[config.mk]
export PLATFORM = sky130hd
export DESIGN_NAME = ot_wrr_pkt_arbiter_flat
export DESIGN_NICKNAME = d
export VERILOG_FILES = /design/src/rtl/ot_wrr_pkt_arbiter_pkg.sv /design/src/rtl/ot_wrr_pkt_arbiter_if.sv /design/src/rtl/ot_wrr_pkt_arbiter_pick.sv /design/src/rtl/ot_wrr_pkt_arbiter.sv /design/src/flat_wrapper.sv
export SDC_FILE = /design/constraint.sdc
export NUM_CORES = 1
export LEC_CHECK = 0
export CORE_MARGIN = 2
export CORE_UTILIZATION = 58
export DETAILED_ROUTE_END_ITERATION = 12
export PLACE_DENSITY_LB_ADDON = 0.15
export SYNTH_ARGS = -nofsm -noshare
export SYNTH_HDL_FRONTEND = slang
export SYNTH_SLANG_ARGS = --single-unit
[constraint.sdc]
create_clock -name clk -period 6.6 [get_ports clk]
set_clock_uncertainty 0.2 [all_clocks]
set_input_delay 1.65 -clock clk [delete_from_list [all_inputs] [get_ports clk]]
set_output_delay 1.65 -clock clk [all_outputs]
set_load 0.03 [all_outputs]
[src/rtl/ot_wrr_pkt_arbiter_pkg.sv]
`default_nettype none
// +-----------------------------------------------------------------------+
// | ot_arb_pkg : shared types, defaults and helpers for the WRR arbiter   |
// | Rev 1.0                                                               |
// +-----------------------------------------------------------------------+
package ot_arb_pkg;

  localparam int ARB_N_REQ    = 4;
  localparam int ARB_WEIGHT_W = 4;
  localparam int ARB_MAX_REQ  = 8;
  localparam int ARB_MAX_ID_W = 3;

  typedef enum logic [0:0] {
    ARB_IDLE   = 1'b0,
    ARB_LOCKED = 1'b1
  } arb_state_e;

  // OR-reduction of set positions; exact for one-hot, 0 for an empty vector
  function automatic logic [ARB_MAX_ID_W-1:0] f_onehot2idx(input logic [ARB_MAX_REQ-1:0] oh);
    logic [ARB_MAX_ID_W-1:0] idx;
    idx = '0;
    for (int i = 0; i < ARB_MAX_REQ; i++) begin
      if (oh[i]) idx = idx | ARB_MAX_ID_W'(i);
    end
    return idx;
  endfunction

endpackage
`default_nettype wire

[src/rtl/ot_wrr_pkt_arbiter_if.sv]
`default_nettype none
// +-----------------------------------------------------------------------+
// | ot_wrr_pkt_arbiter_if : requester/grant bundle of the WRR arbiter     |
// | Rev 1.0                                                               |
// +-----------------------------------------------------------------------+
interface ot_wrr_pkt_arbiter_if #(
  parameter int N_REQ    = 4,
  parameter int WEIGHT_W = 4,
  parameter int ID_W     = $clog2(N_REQ)
);
  logic [N_REQ-1:0]               req;
  logic [N_REQ-1:0]               last;
  logic [N_REQ-1:0][WEIGHT_W-1:0] weight;
  logic                           ready;
  logic [N_REQ-1:0]               grt;
  logic                           grt_vld;
  logic [ID_W-1:0]                owner;
  logic                           locked;

  modport master (
    output req, last, weight, ready,
    input  grt, grt_vld, owner, locked
  );

  modport slave (
    input  req, last, weight, ready,
    output grt, grt_vld, owner, locked
  );
endinterface
`default_nettype wire

[src/rtl/ot_wrr_pkt_arbiter_pick.sv]
`default_nettype none
// +-----------------------------------------------------------------------+
// | ot_rr_pick : first set bit of vec at or after ptr, wrapping at N_REQ  |
// | Rev 1.0                                                               |
// +-----------------------------------------------------------------------+
module ot_rr_pick #(
  parameter int N_REQ = 4,
  parameter int ID_W  = $clog2(N_REQ)
) (
  input  logic [N_REQ-1:0] vec,
  input  logic [ID_W-1:0]  ptr,
  output logic [N_REQ-1:0] sel,
  output logic [ID_W-1:0]  sel_idx,
  output logic             any
);

  localparam logic [ID_W:0] c_n = (ID_W+1)'(N_REQ);

  // one extra bit so ptr+k never overflows before the modulo fold
  logic [ID_W:0] w_pos;

  always_comb begin
    sel     = '0;
    sel_idx = '0;
    any     = 1'b0;
    w_pos   = '0;
    for (int k = 0; k < N_REQ; k++) begin
      w_pos = {1'b0, ptr} + (ID_W+1)'(k);
      if (w_pos >= c_n) w_pos = w_pos - c_n;
      if (!any && vec[w_pos[ID_W-1:0]]) begin
        any                   = 1'b1;
        sel[w_pos[ID_W-1:0]]  = 1'b1;
        sel_idx               = w_pos[ID_W-1:0];
      end
    end
  end

endmodule
`default_nettype wire

[src/rtl/ot_wrr_pkt_arbiter.sv]
`default_nettype none
// +-----------------------------------------------------------------------+
// | ot_wrr_pkt_arbiter : packet-aware weighted round-robin arbiter        |
// | Rev 1.0                                                               |
// +-----------------------------------------------------------------------+
module ot_wrr_pkt_arbiter
  import ot_arb_pkg::*;
#(
  parameter int N_REQ    = ARB_N_REQ,
  parameter int WEIGHT_W = ARB_WEIGHT_W,
  parameter int ID_W     = $clog2(N_REQ)
) (
  input  logic                  clk,
  input  logic                  rst,
  ot_wrr_pkt_arbiter_if.slave   bus
);

  localparam logic [ID_W-1:0] c_last_idx = ID_W'(N_REQ - 1);

  arb_state_e          r_state;
  logic [ID_W-1:0]     r_ptr;
  logic [ID_W-1:0]     r_owner;
  logic [WEIGHT_W-1:0] r_credit [N_REQ];

  logic [N_REQ-1:0]    w_elig;
  logic [N_REQ-1:0]    w_sel_e;
  logic [N_REQ-1:0]    w_sel_r;
  logic [N_REQ-1:0]    w_lock_oh;
  logic [N_REQ-1:0]    w_grt;
  logic [N_REQ-1:0]    w_grt_q;
  logic [ID_W-1:0]     w_idx_e;
  logic [ID_W-1:0]     w_idx_r;
  logic [ID_W-1:0]     w_cur;
  logic [ID_W-1:0]     w_ptr_nxt;
  logic                w_any_e;
  logic                w_any_r;
  logic                w_reload;
  logic                w_vld;
  logic                w_xfer;
  logic                w_cur_last;
  logic [WEIGHT_W-1:0] w_base       [N_REQ];
  logic [WEIGHT_W-1:0] w_credit_nxt [N_REQ];

  generate
    for (genvar i = 0; i < N_REQ; i++) begin : g_elig
      assign w_elig[i] = bus.req[i] & (r_credit[i] != '0);
    end
  endgenerate

  ot_rr_pick #(.N_REQ(N_REQ), .ID_W(ID_W)) u_pick_elig (
    .vec     (w_elig),
    .ptr     (r_ptr),
    .sel     (w_sel_e),
    .sel_idx (w_idx_e),
    .any     (w_any_e)
  );

  // fallback pick over raw requests when every requester has run out of credit
  ot_rr_pick #(.N_REQ(N_REQ), .ID_W(ID_W)) u_pick_req (
    .vec     (bus.req),
    .ptr     (r_ptr),
    .sel     (w_sel_r),
    .sel_idx (w_idx_r),
    .any     (w_any_r)
  );

  always_comb begin
    w_lock_oh          = '0;
    w_lock_oh[r_owner] = 1'b1;
  end

  assign w_reload = (r_state == ARB_IDLE) & ~w_any_e & w_any_r;

  always_comb begin
    w_grt = w_any_e ? w_sel_e : w_sel_r;
    w_cur = w_any_e ? w_idx_e : w_idx_r;
    if (r_state == ARB_LOCKED) begin
      w_grt = w_lock_oh;
      w_cur = r_owner;
    end
  end

  assign w_grt_q    = rst ? '0 : w_grt;
  assign w_vld      = |(w_grt_q & bus.req);
  assign w_xfer     = w_vld & bus.ready;
  assign w_cur_last = bus.last[w_cur];

  // reload base, then the saturating packet-end decrement of the current owner
  generate
    for (genvar i = 0; i < N_REQ; i++) begin : g_credit
      logic [WEIGHT_W-1:0] w_wmax;
      assign w_wmax          = (bus.weight[i] == '0) ? WEIGHT_W'(1) : bus.weight[i];
      assign w_base[i]       = w_reload ? w_wmax : r_credit[i];
      assign w_credit_nxt[i] = (w_cur_last && (w_cur == ID_W'(i)) && (w_base[i] != '0))
                               ? (w_base[i] - WEIGHT_W'(1)) : w_base[i];
    end
  endgenerate

  always_comb begin
    if (w_credit_nxt[w_cur] != '0) begin
      w_ptr_nxt = w_cur;
    end else if (w_cur == c_last_idx) begin
      w_ptr_nxt = '0;
    end else begin
      w_ptr_nxt = w_cur + ID_W'(1);
    end
  end

  always_ff @(posedge clk) begin
    if (rst) begin
      r_state <= ARB_IDLE;
      r_ptr   <= '0;
      r_owner <= '0;
      for (int i = 0; i < N_REQ; i++) r_credit[i] <= '0;
    end else if (w_xfer) begin
      case (r_state)
        ARB_IDLE: begin
          r_owner <= w_cur;
          if (!w_cur_last) r_state <= ARB_LOCKED;
        end
        ARB_LOCKED: begin
          if (w_cur_last) r_state <= ARB_IDLE;
        end
        default: r_state <= ARB_IDLE;
      endcase
      for (int i = 0; i < N_REQ; i++) r_credit[i] <= w_credit_nxt[i];
      if (w_cur_last) r_ptr <= w_ptr_nxt;
    end
  end

  assign bus.grt     = w_grt_q;
  assign bus.grt_vld = w_vld;
  assign bus.owner   = ID_W'(f_onehot2idx(ARB_MAX_REQ'(w_grt_q)));
  assign bus.locked  = ~rst & (r_state == ARB_LOCKED);

endmodule
`default_nettype wire

[src/flat_wrapper.sv]
// flat-port wrapper written by rule: the top's interface ports become plain ports
module ot_wrr_pkt_arbiter_flat import ot_arb_pkg::*;
#(
  parameter int N_REQ    = ARB_N_REQ,
  parameter int WEIGHT_W = ARB_WEIGHT_W,
  parameter int ID_W     = $clog2(N_REQ)
)
  (clk, rst, bus_req, bus_last, bus_weight, bus_ready, bus_grt, bus_grt_vld, bus_owner, bus_locked);
  ot_wrr_pkt_arbiter_if #(.N_REQ(N_REQ), .WEIGHT_W(WEIGHT_W), .ID_W(ID_W)) bus_i ();
  input  logic clk;
  input  logic rst;
  input wire logic [$bits(bus_i.req)-1:0] bus_req;
  input wire logic [$bits(bus_i.last)-1:0] bus_last;
  input wire logic [$bits(bus_i.weight)-1:0] bus_weight;
  input wire logic [$bits(bus_i.ready)-1:0] bus_ready;
  output wire logic [$bits(bus_i.grt)-1:0] bus_grt;
  output wire logic [$bits(bus_i.grt_vld)-1:0] bus_grt_vld;
  output wire logic [$bits(bus_i.owner)-1:0] bus_owner;
  output wire logic [$bits(bus_i.locked)-1:0] bus_locked;
  assign bus_i.req = bus_req;
  assign bus_i.last = bus_last;
  assign bus_i.weight = bus_weight;
  assign bus_i.ready = bus_ready;
  assign bus_grt = bus_i.grt;
  assign bus_grt_vld = bus_i.grt_vld;
  assign bus_owner = bus_i.owner;
  assign bus_locked = bus_i.locked;
  ot_wrr_pkt_arbiter #(.N_REQ(N_REQ), .WEIGHT_W(WEIGHT_W), .ID_W(ID_W)) u_core (.clk(clk), .rst(rst), .bus(bus_i));
endmodule
==> results.md, run 1 <==
- The flow ran to the end, and the final reports show no timing, DRC or antenna violations.
- CTS placed an instance of clkbuf_8 at the clock tree root.
- At the worst endpoint, the arrival time is 4.58 ns.
- The number of enable flip-flop cells after synthesis is 16.
- The routability congestion estimate is around 1.1.
- The cts-stage hold buffer count is 0.
- The critical path capture point type is a primary output.
- After detailed routing, the number of remaining DRC violations is 0.
- The endpoint of the lowest-slack register-to-register path is u_core.r_ptr[0]$_SDFFE_PP0P_.
- At the pin with the least slew margin, the transition time is 0.686 ns.
- The number of hold-slack violations in the final timing report is 0.
- The worst register-to-register path has a setup slack of 1.47 ns.
- The final non-filler cell total is 525.
- After the first detailed-routing iteration, the DRC count stood at ~360.
- Of the cells placed in the final design, the portion with a size suffix greater than 1 is 0.180.
- For this run, the detailed router's first-pass iteration total came to 5.
- The unique cell type count in the Yosys netlist is 73.
- Setup repair after global routing left no endpoint under its margin.
- Entering global routing, the biggest net connects 25 pins.
- The final layout contains routed wiring with a total length of 9.85 mm.
- The floorplan step defined a die boundary enclosing 6070 µm².
- Along the worst path, the maximum fanout reaches 15.
- In this run the cell area measured after placement is 3790 µm².
- For this run, asynchronously set or reset flops after synthesis account for 0.
- The summed instance area of the synthesized netlist is 3170 µm².
- The number of max-capacitance violations reported is 0.
- The maximum number of buffers from clock root to sink is 2.
- Clock-pin slew was measured on the worst setup and hold paths at around 0.080 ns.
- The endpoint of the worst setup timing path is bus_owner[1].
- The portion of the clock cycle consumed by the worst path in the final layout is 0.974.
- Across all layers, the routed design uses 3486 vias.
- The maximum level of the CTS H-tree is 1.
- The total of endpoints with negative setup slack in the final report is 0.
- The headroom to the max-slew limit is 0.536.
- The overall power consumption is about 1.9 mW.
- The number of slew-limit violations in the final report is 0.
- The post-route cell area is around 3900 µm².
- The die is just under 80 µm tall.
- For this run, the total global-route usage over all layers was measured as 0.329.
- Measured in cells, the most critical reg-to-reg path has a length of 17.
- The post-placement cell count is 520.
- 35 I/O pins were placed.
- The critical path class is in -> out.
- The count of antenna-violating nets left after detailed routing is 0.
- The number of global-route vias before repair was around 3300.
- The part of the Yosys area used for sequential elements is 0.183.
- The x dimension of the die is a little under 80 µm.
- The number of antenna violations at the first check in global routing is 0.
- The mean cell area of the mapped netlist is 7.98 µm².
- The starting density of the core is 0.612.
- IR analysis of the VDD net gives a maximum drop of between 0.3 and 0.4 mV.
- The clock latency on the worst-skew pair is between 0.2 and 0.3 ns.
- On the final layout, the worst hold slack is 0.409 ns.
- The area of the core is 5170 µm².
- The total number of yosys warnings is 0.
- The achievable clock frequency is 156 MHz.
- The count of buffers from port buffering is 34.
- The flop and latch count out of synthesis is 21.
- The number of nets handed over by synthesis was 440.
- TritonCTS built the clock tree.
- For this design the ratio of total power to cell area is 486 nW/µm².
- The area growth from synthesis to layout is 21.7%.
- The critical path startpoint is bus_req[0].
- The data required time of the critical path is between 4 and 5 ns.
- The startpoint identified for the worst register-to-register timing path is u_core.r_ptr[0]$_SDFFE_PP0P_.
- For this design the static power due to leakage is 1.49 nW.
- The number of sinks driven by the clock tree is 21.
- The total congestion overflow after global routing is 0.
- The count of mapped cells out of synthesis is 397.
- 0 antenna diodes ended up in the layout.
- The number of buffers created by CTS is 3.
- The detailed-route wire length per cell is 18.8 µm.
- The initialized floorplan defines 26 standard-cell rows.
- In the routed layout, each cell is associated on average with a via count of 6.64.
- The global-route wire length before repair is approximately 16 mm.
- The most frequently used flop master after synthesis is edfxtp_1.
- The class of the worst hold path is reg -> reg.
- The number of nets in the finished design is 499.
- The worst path in the final design needs a cycle of 6.43 ns, including I/O delays and setup.
- STA classifies the critical path startpoint as an input port.
- The post-detailed-placement half-perimeter wirelength is between 7 and 8 mm.
-- cell usage after synthesis (3+ instances only) --
cell / instances / share of area
a22oi_1: 7 / 0.017
and2_1: 4 / 0.0079
o21a_1: 4 / 0.0095
a31oi_1: 6 / 0.012
xnor2_1: 8 / 0.022
and3_1: 3 / 0.0059
a211oi_1: 6 / 0.014
nand4_1: 4 / 0.0079
nor3_1: 18 / 0.028
or2_2: 6 / 0.012
o31ai_1: 4 / 0.0095
buf_2: 5 / 0.0079
mux2_2: 5 / 0.018
nor4_1: 7 / 0.014
nand3_1: 18 / 0.028
clkbuf_1: 11 / 0.013
or4_1: 4 / 0.0095
a21oi_1: 27 / 0.043
mux2i_1: 15 / 0.047
mux4_2: 9 / 0.064
dfxtp_1: 5 / 0.032
o41ai_1: 3 / 0.0083
xor2_1: 3 / 0.0083
nor2b_1: 9 / 0.018
o41ai_2: 3 / 0.015
o21ai_0: 15 / 0.024
o41a_1: 4 / 0.014
o21ai_1: 3 / 0.0047
nand2_1: 37 / 0.044
inv_1: 15 / 0.018
edfxtp_1: 16 / 0.15
ha_1: 16 / 0.063
nand2b_1: 6 / 0.012
nor2_1: 40 / 0.047
-- layout make-up --
class / count / area (µm²)
fill: 421 / 1320
clock buffer: 4 / 45.0
inverter: 17 / 63.8
timing repair buffer: 74 / 632
tap: 70 / 87.6
multi-input combinational: 339 / 2440
sequential: 21 / 581
-- how the worst min path moves through the flow --
stage | start | end | slack (ns) | depth (start not counted)
floorplan | u_core.r_owner[0]$_SDFFE_PP0P_ | u_core.r_owner[0]$_SDFFE_PP0P_ | 0.34 | 2
global placement | u_core.r_owner[0]$_SDFFE_PP0P_ | u_core.r_owner[0]$_SDFFE_PP0P_ | 0.40 | 2
detailed placement | u_core.r_owner[0]$_SDFFE_PP0P_ | u_core.r_owner[0]$_SDFFE_PP0P_ | 0.40 | 2
CTS | u_core.r_owner[0]$_SDFFE_PP0P_ | u_core.r_owner[0]$_SDFFE_PP0P_ | 0.41 | 2
global route | u_core.r_owner[0]$_SDFFE_PP0P_ | u_core.r_owner[0]$_SDFFE_PP0P_ | 0.46 | 2
finish | u_core.r_owner[0]$_SDFFE_PP0P_ | u_core.r_owner[0]$_SDFFE_PP0P_ | 0.41 | 2
-- metal layers --
| layer | wire length (µm) | vias up | track usage |
|---|---|---|---|
| met1 | 3960 | 1605 | 0.408 |
| met5 | 0 | - | 0 |
| li1 | - | 1648 | - |
| met2 | 4950 | 198 | 0.595 |
| met4 | 314 | 0 | 0.125 |
| met3 | 634 | 35 | 0.0209 |
-- metrics by stage --
| stage | util | setup TNS, ns | setup slack (ns) |
|---|---|---|---|
| 6_report | 0.745 | 0 | 0.170 |
| 5_1_grt | 0.745 | 0 | 0.0120 |
| 4_1_cts | 0.741 | 0 | 0.0158 |
| 3_5_place_dp | 0.733 | -0.234 | -0.148 |
| 3_3_place_gp | 0.733 | -0.0988 | -0.0602 |
| 2_1_floorplan | - | 0 | 0.698 |
-- state kept, by name (all words and copies together), names as in the netlist --
register         flops
u_core.r_credit     16
u_core.r_state       1
u_core.r_ptr         2
u_core.r_owner       2
-- layout by cell type (no fill, tap or decap), types with 4 or more instances in the layout --
master / count
buf_4: 43
nor2_1: 40
nand2_1: 37
a21oi_1: 27
clkdlybuf4s50_1: 27
nor3_1: 18
nand3_1: 18
ha_1: 16
edfxtp_1: 16
mux2i_1: 15
inv_1: 15
o21ai_0: 13
mux4_2: 10
nor2b_1: 8
xnor2_1: 8
a22oi_1: 7
nor4_1: 7
nand2b_1: 6
a31oi_1: 6
or2_2: 6
a211oi_1: 6
mux2_2: 5
dfxtp_1: 5
o41a_1: 4
o31ai_1: 4
o21a_1: 4
o21ai_1: 4
or4_1: 4
nand4_1: 4
and2_1: 4
-- cells by family (layout without fill, tap and decap cells) --
family / count (synthesis) / in the layout / share of synthesized area
buffers and inverters: 37 / 95 / 0.0494
AND/OR/NAND/NOR: 172 / 172 / 0.276
AO/OA/AOI/OAI: 109 / 109 / 0.252
multiplexers: 31 / 31 / 0.146
XOR/XNOR: 11 / 11 / 0.0304
adder cells (fa/ha/maj): 16 / 16 / 0.0632
flip-flops: 21 / 21 / 0.183
-- power breakdown --
part           internal (mW)  switching, mW  total, mW
registers              0.193         0.0653      0.258
logic                  0.634          0.891       1.53
clock network         0.0431         0.0454     0.0885
total                  0.870           1.00       1.87
-- repair_timing --
action | 4_1_cts | 5_1_grt
resized for setup | 2 | 14
setup buffers | 0 | 1
setup endpoints to repair | 2 | 6
-- worst max-delay path, cell delays in order --
cell             delay [ns]
clkdlybuf4s50_1        0.45
buf_4                  0.21
o41a_1                 0.19
mux4_2                 0.54
and2_1                 0.19
a2111oi_2              0.35
nor3_1                 0.15
nor2_1                 0.14
nor2_1                 0.06
or2_2                  0.28
dlygate4sd2_1          0.35
(Power assumes the default switching activity.)
==> inputs of run 2 (changes only) <==
CORE_ASPECT_RATIO = 1.2   (was not set)
SKIP_LAST_GASP = 1   (was not set)
==> results.md, run 2 (synthesized netlist as in run 1, its figures left out) <==
- The worst voltage drop across the vdd grid came to 0.432 mV (+18%).
- The post-detailed-placement half-perimeter wirelength was 7.68 mm (-0.64%).
- The highest cell delay on the worst timing path came to 0.53 ns (about the same).
- The count of antenna-violating nets left after detailed routing is 0 (unchanged).
- The worst slack at placement is -0.354 ns (-0.205 ns).
- Setup repair after global routing left no endpoint under its margin.
- The number of slew-limit violations in the final report was 0 (unchanged).
- The global-route total usage across every layer is 0.340 (+0.0116).
- The total of endpoints with negative setup slack in the final report is 0 (unchanged).
- The detailed-route wire length per cell is 18.8 µm (about the same).
- The number of buffers created by CTS came to 3 (unchanged).
- The worst setup slack after layout is 0.144 ns (-0.0261 ns).
- The global-route wire length before repair came to 16.6 mm (+3.4%).
- The cell with the biggest individual delay on the critical path is mux4_2.
- The number of antenna violations at the first check in global routing is 0 (unchanged).
- The x dimension of the die is 71.5 µm (-8.3%).
- The post-route cell area came to 3950 µm² (+2.4%).
- u_core.r_credit holds more flip-flops than any other register.
- The via total after detailed routing was 3525 (+1.1%).
- The DRC marker count from the first detailed-route iteration was 380 (+5.3%).
- The arrival time at the worst endpoint was 4.61 ns (+0.03 ns).
- The achievable clock frequency is 155 MHz (-0.41%).
- The clock latency on the worst-skew pair is 0.27 ns (about the same).
- The pin count of the biggest net entering global routing came to 25 (unchanged).
- The leakage power of the design was 1.56 nW (+5.0%).
- The number of antenna cells inserted is 0 (unchanged).
- The data required time of the critical path is 4.75 ns (about the same).
- The starting density of the core is 0.602 (-0.0103).
- The maximum level of the CTS H-tree is 1 (unchanged).
- The maximum number of buffers from clock root to sink is 2 (unchanged).
- The cell count of the worst reg-to-reg path is 17 (unchanged).
- The headroom to the max-slew limit was 0.530 (-0.00679).
- The wire length reported by the detailed router is 9.95 mm (+1.0%).
- Traced cell by cell, the critical path runs through clkdlybuf4s50_1, buf_4, o41a_1, mux4_2, nand2_1, a21oi_1, a2111oi_2, buf_4, nor3_1, a31oi_1, nor2_1, or2_2, dlymetal6s2s_1.
- The transition time at the pin with the least slew margin is 0.696 ns (+0.0101 ns).
- The share of the core filled with cells in the final layout is 0.750 (+0.00526).
- The number of hold-slack violations in the final timing report is 0 (unchanged).
- The post-placement cell count was 526 (+1.2%).
- The clock tree from TritonCTS is done.
- By startpoint and endpoint, the worst setup path is classified as in -> out.
- The number of nets in the finished design was 512 (+2.6%).
- The setup TNS came to 0 ns (unchanged).
- The final non-filler cell total was 530 (+0.95%).
- The routability congestion estimate is 0.980 (-7.7%).
- The number of global-route vias before repair came to 3524 (+7.6%).
- The most numerous cell on the critical path is buf_4.
- The power density over the cells is 487 nW/µm² (+0.33%).
- The path class of the tightest hold or removal check is reg -> reg.
- The cts-stage hold buffer count is 0 (unchanged).
- The portion of the clock cycle consumed by the worst path in the final layout came to 0.978 (+0.00396).
- The worst hold-check slack is 0.401 ns (-0.00765 ns).
- The total congestion overflow after global routing is 0 (unchanged).
- The flow ran to the end, and the final reports show no timing, DRC or antenna violations.
- The count of buffers from port buffering is 34 (unchanged).
- The detailed-route DRC error count is 0 (unchanged).
- The library cell used most frequently in the layout, excluding fill and tap cells, is buf_4.
- The full die area is 6070 µm² (about the same).
- The number of flip-flops in the largest register is 16 (unchanged).
- The boundary pin count is 35 (unchanged).
- The die extent in y is 84.9 µm (+9.1%).
- The number of stages on the worst hold path came to 2 (unchanged).
- The number of sinks driven by the clock tree is 21 (unchanged).
- The CTS clock-pin slew for the worst setup and hold paths came to 0.08 ns (about the same).
- The area of the core was 5260 µm² (+1.7%).
- The detailed-router iteration count before antenna repair was 6 (+1).
- The root buffer cell chosen for the clock tree is clkbuf_8.
- The placed cell area came to 3880 µm² (+2.5%).
- STA classifies the critical path endpoint as a primary output.
- The row count is 29 (+12%).
- The share of post-route cells with drive strength above 1 is 0.201 (+0.0206).
- The number of max-capacitance violations reported is 0 (unchanged).
- The final critical-path required period was 6.46 ns (+0.0261 ns).
- The worst setup path is launched from an input port.
- In the layout the commonest cells are buf_4, nor2_1, nand2_1.
- The per-cell via count in the routed design is 6.65 (+0.16%).
- The largest registers in the layout are u_core.r_credit: 16 flops, u_core.r_owner: 2 flops, u_core.r_ptr: 2 flops.
- The worst-path maximum fanout is 7 (-8).
- The area added between synthesis and finish is 24.7%.
- The overall power consumption is 1.92 mW (+2.8%).
- The post-CTS setup buffer count is 0 (unchanged).
[run 2: layout make-up]
cell class | count | area (µm²)
Tap cell | 62 | 77.6
Clock inverter | 1 | 7.51
Fill cell | 403 | 1310
Sequential cell | 21 | 581
Clock buffer | 3 | 41.3
Multi-Input combinational cell | 339 | 2450
Inverter | 17 | 63.8
Timing Repair Buffer | 87 | 731
[run 2: what timing repair did]
| item | in CTS | in global routing |
|---|---|---|
| gates resized for setup | 6 | 9 |
| endpoints found under the setup margin | 4 | 5 |
| pin swaps | 0 | 0 |
[run 2: layer usage]
| metal | share of wire | routed length (µm) | vias to the layer above | GRT usage |
|---|---|---|---|---|
| li1 | - | - | 1672 | - |
| met1 | 0.40 | 3930 | 1629 | 0.417 |
| met2 | 0.50 | 5020 | 185 | 0.588 |
| met3 | 0.062 | 617 | 39 | 0.0368 |
| met4 | 0.038 | 378 | 0 | 0.165 |
| met5 | 0 | 0 | - | 0 |
[run 2: worst paths after layout]
check | endpoint | slack [ns] | start
setup reg to reg | u_core.r_ptr[0]$_SDFFE_PP0P_ | 1.43 | u_core.r_credit[0][8]$_SDFFCE_PN0P_
hold reg to reg | u_core.r_owner[0]$_SDFFE_PP0P_ | 0.40 | u_core.r_owner[0]$_SDFFE_PP0P_
setup / recovery | bus_owner[0] | 0.14 | bus_req[0]
hold / removal | u_core.r_owner[0]$_SDFFE_PP0P_ | 0.40 | u_core.r_owner[0]$_SDFFE_PP0P_
[run 2: worst max-delay path: cells and delay by family]
kind                   cells  cell delay [ns]
AOI/OAI and AO/OA          4             0.85
and+or+nand+nor            4             0.53
buffers and inverters      4             1.05
muxes                      1             0.53
[run 2: where the power goes]
part           internal, mW  leakage [nW]  total, mW  switching (mW)
registers             0.192         0.208      0.255          0.0622
clock network        0.0429        0.0217     0.0926          0.0498
logic                 0.676          1.33       1.58           0.901
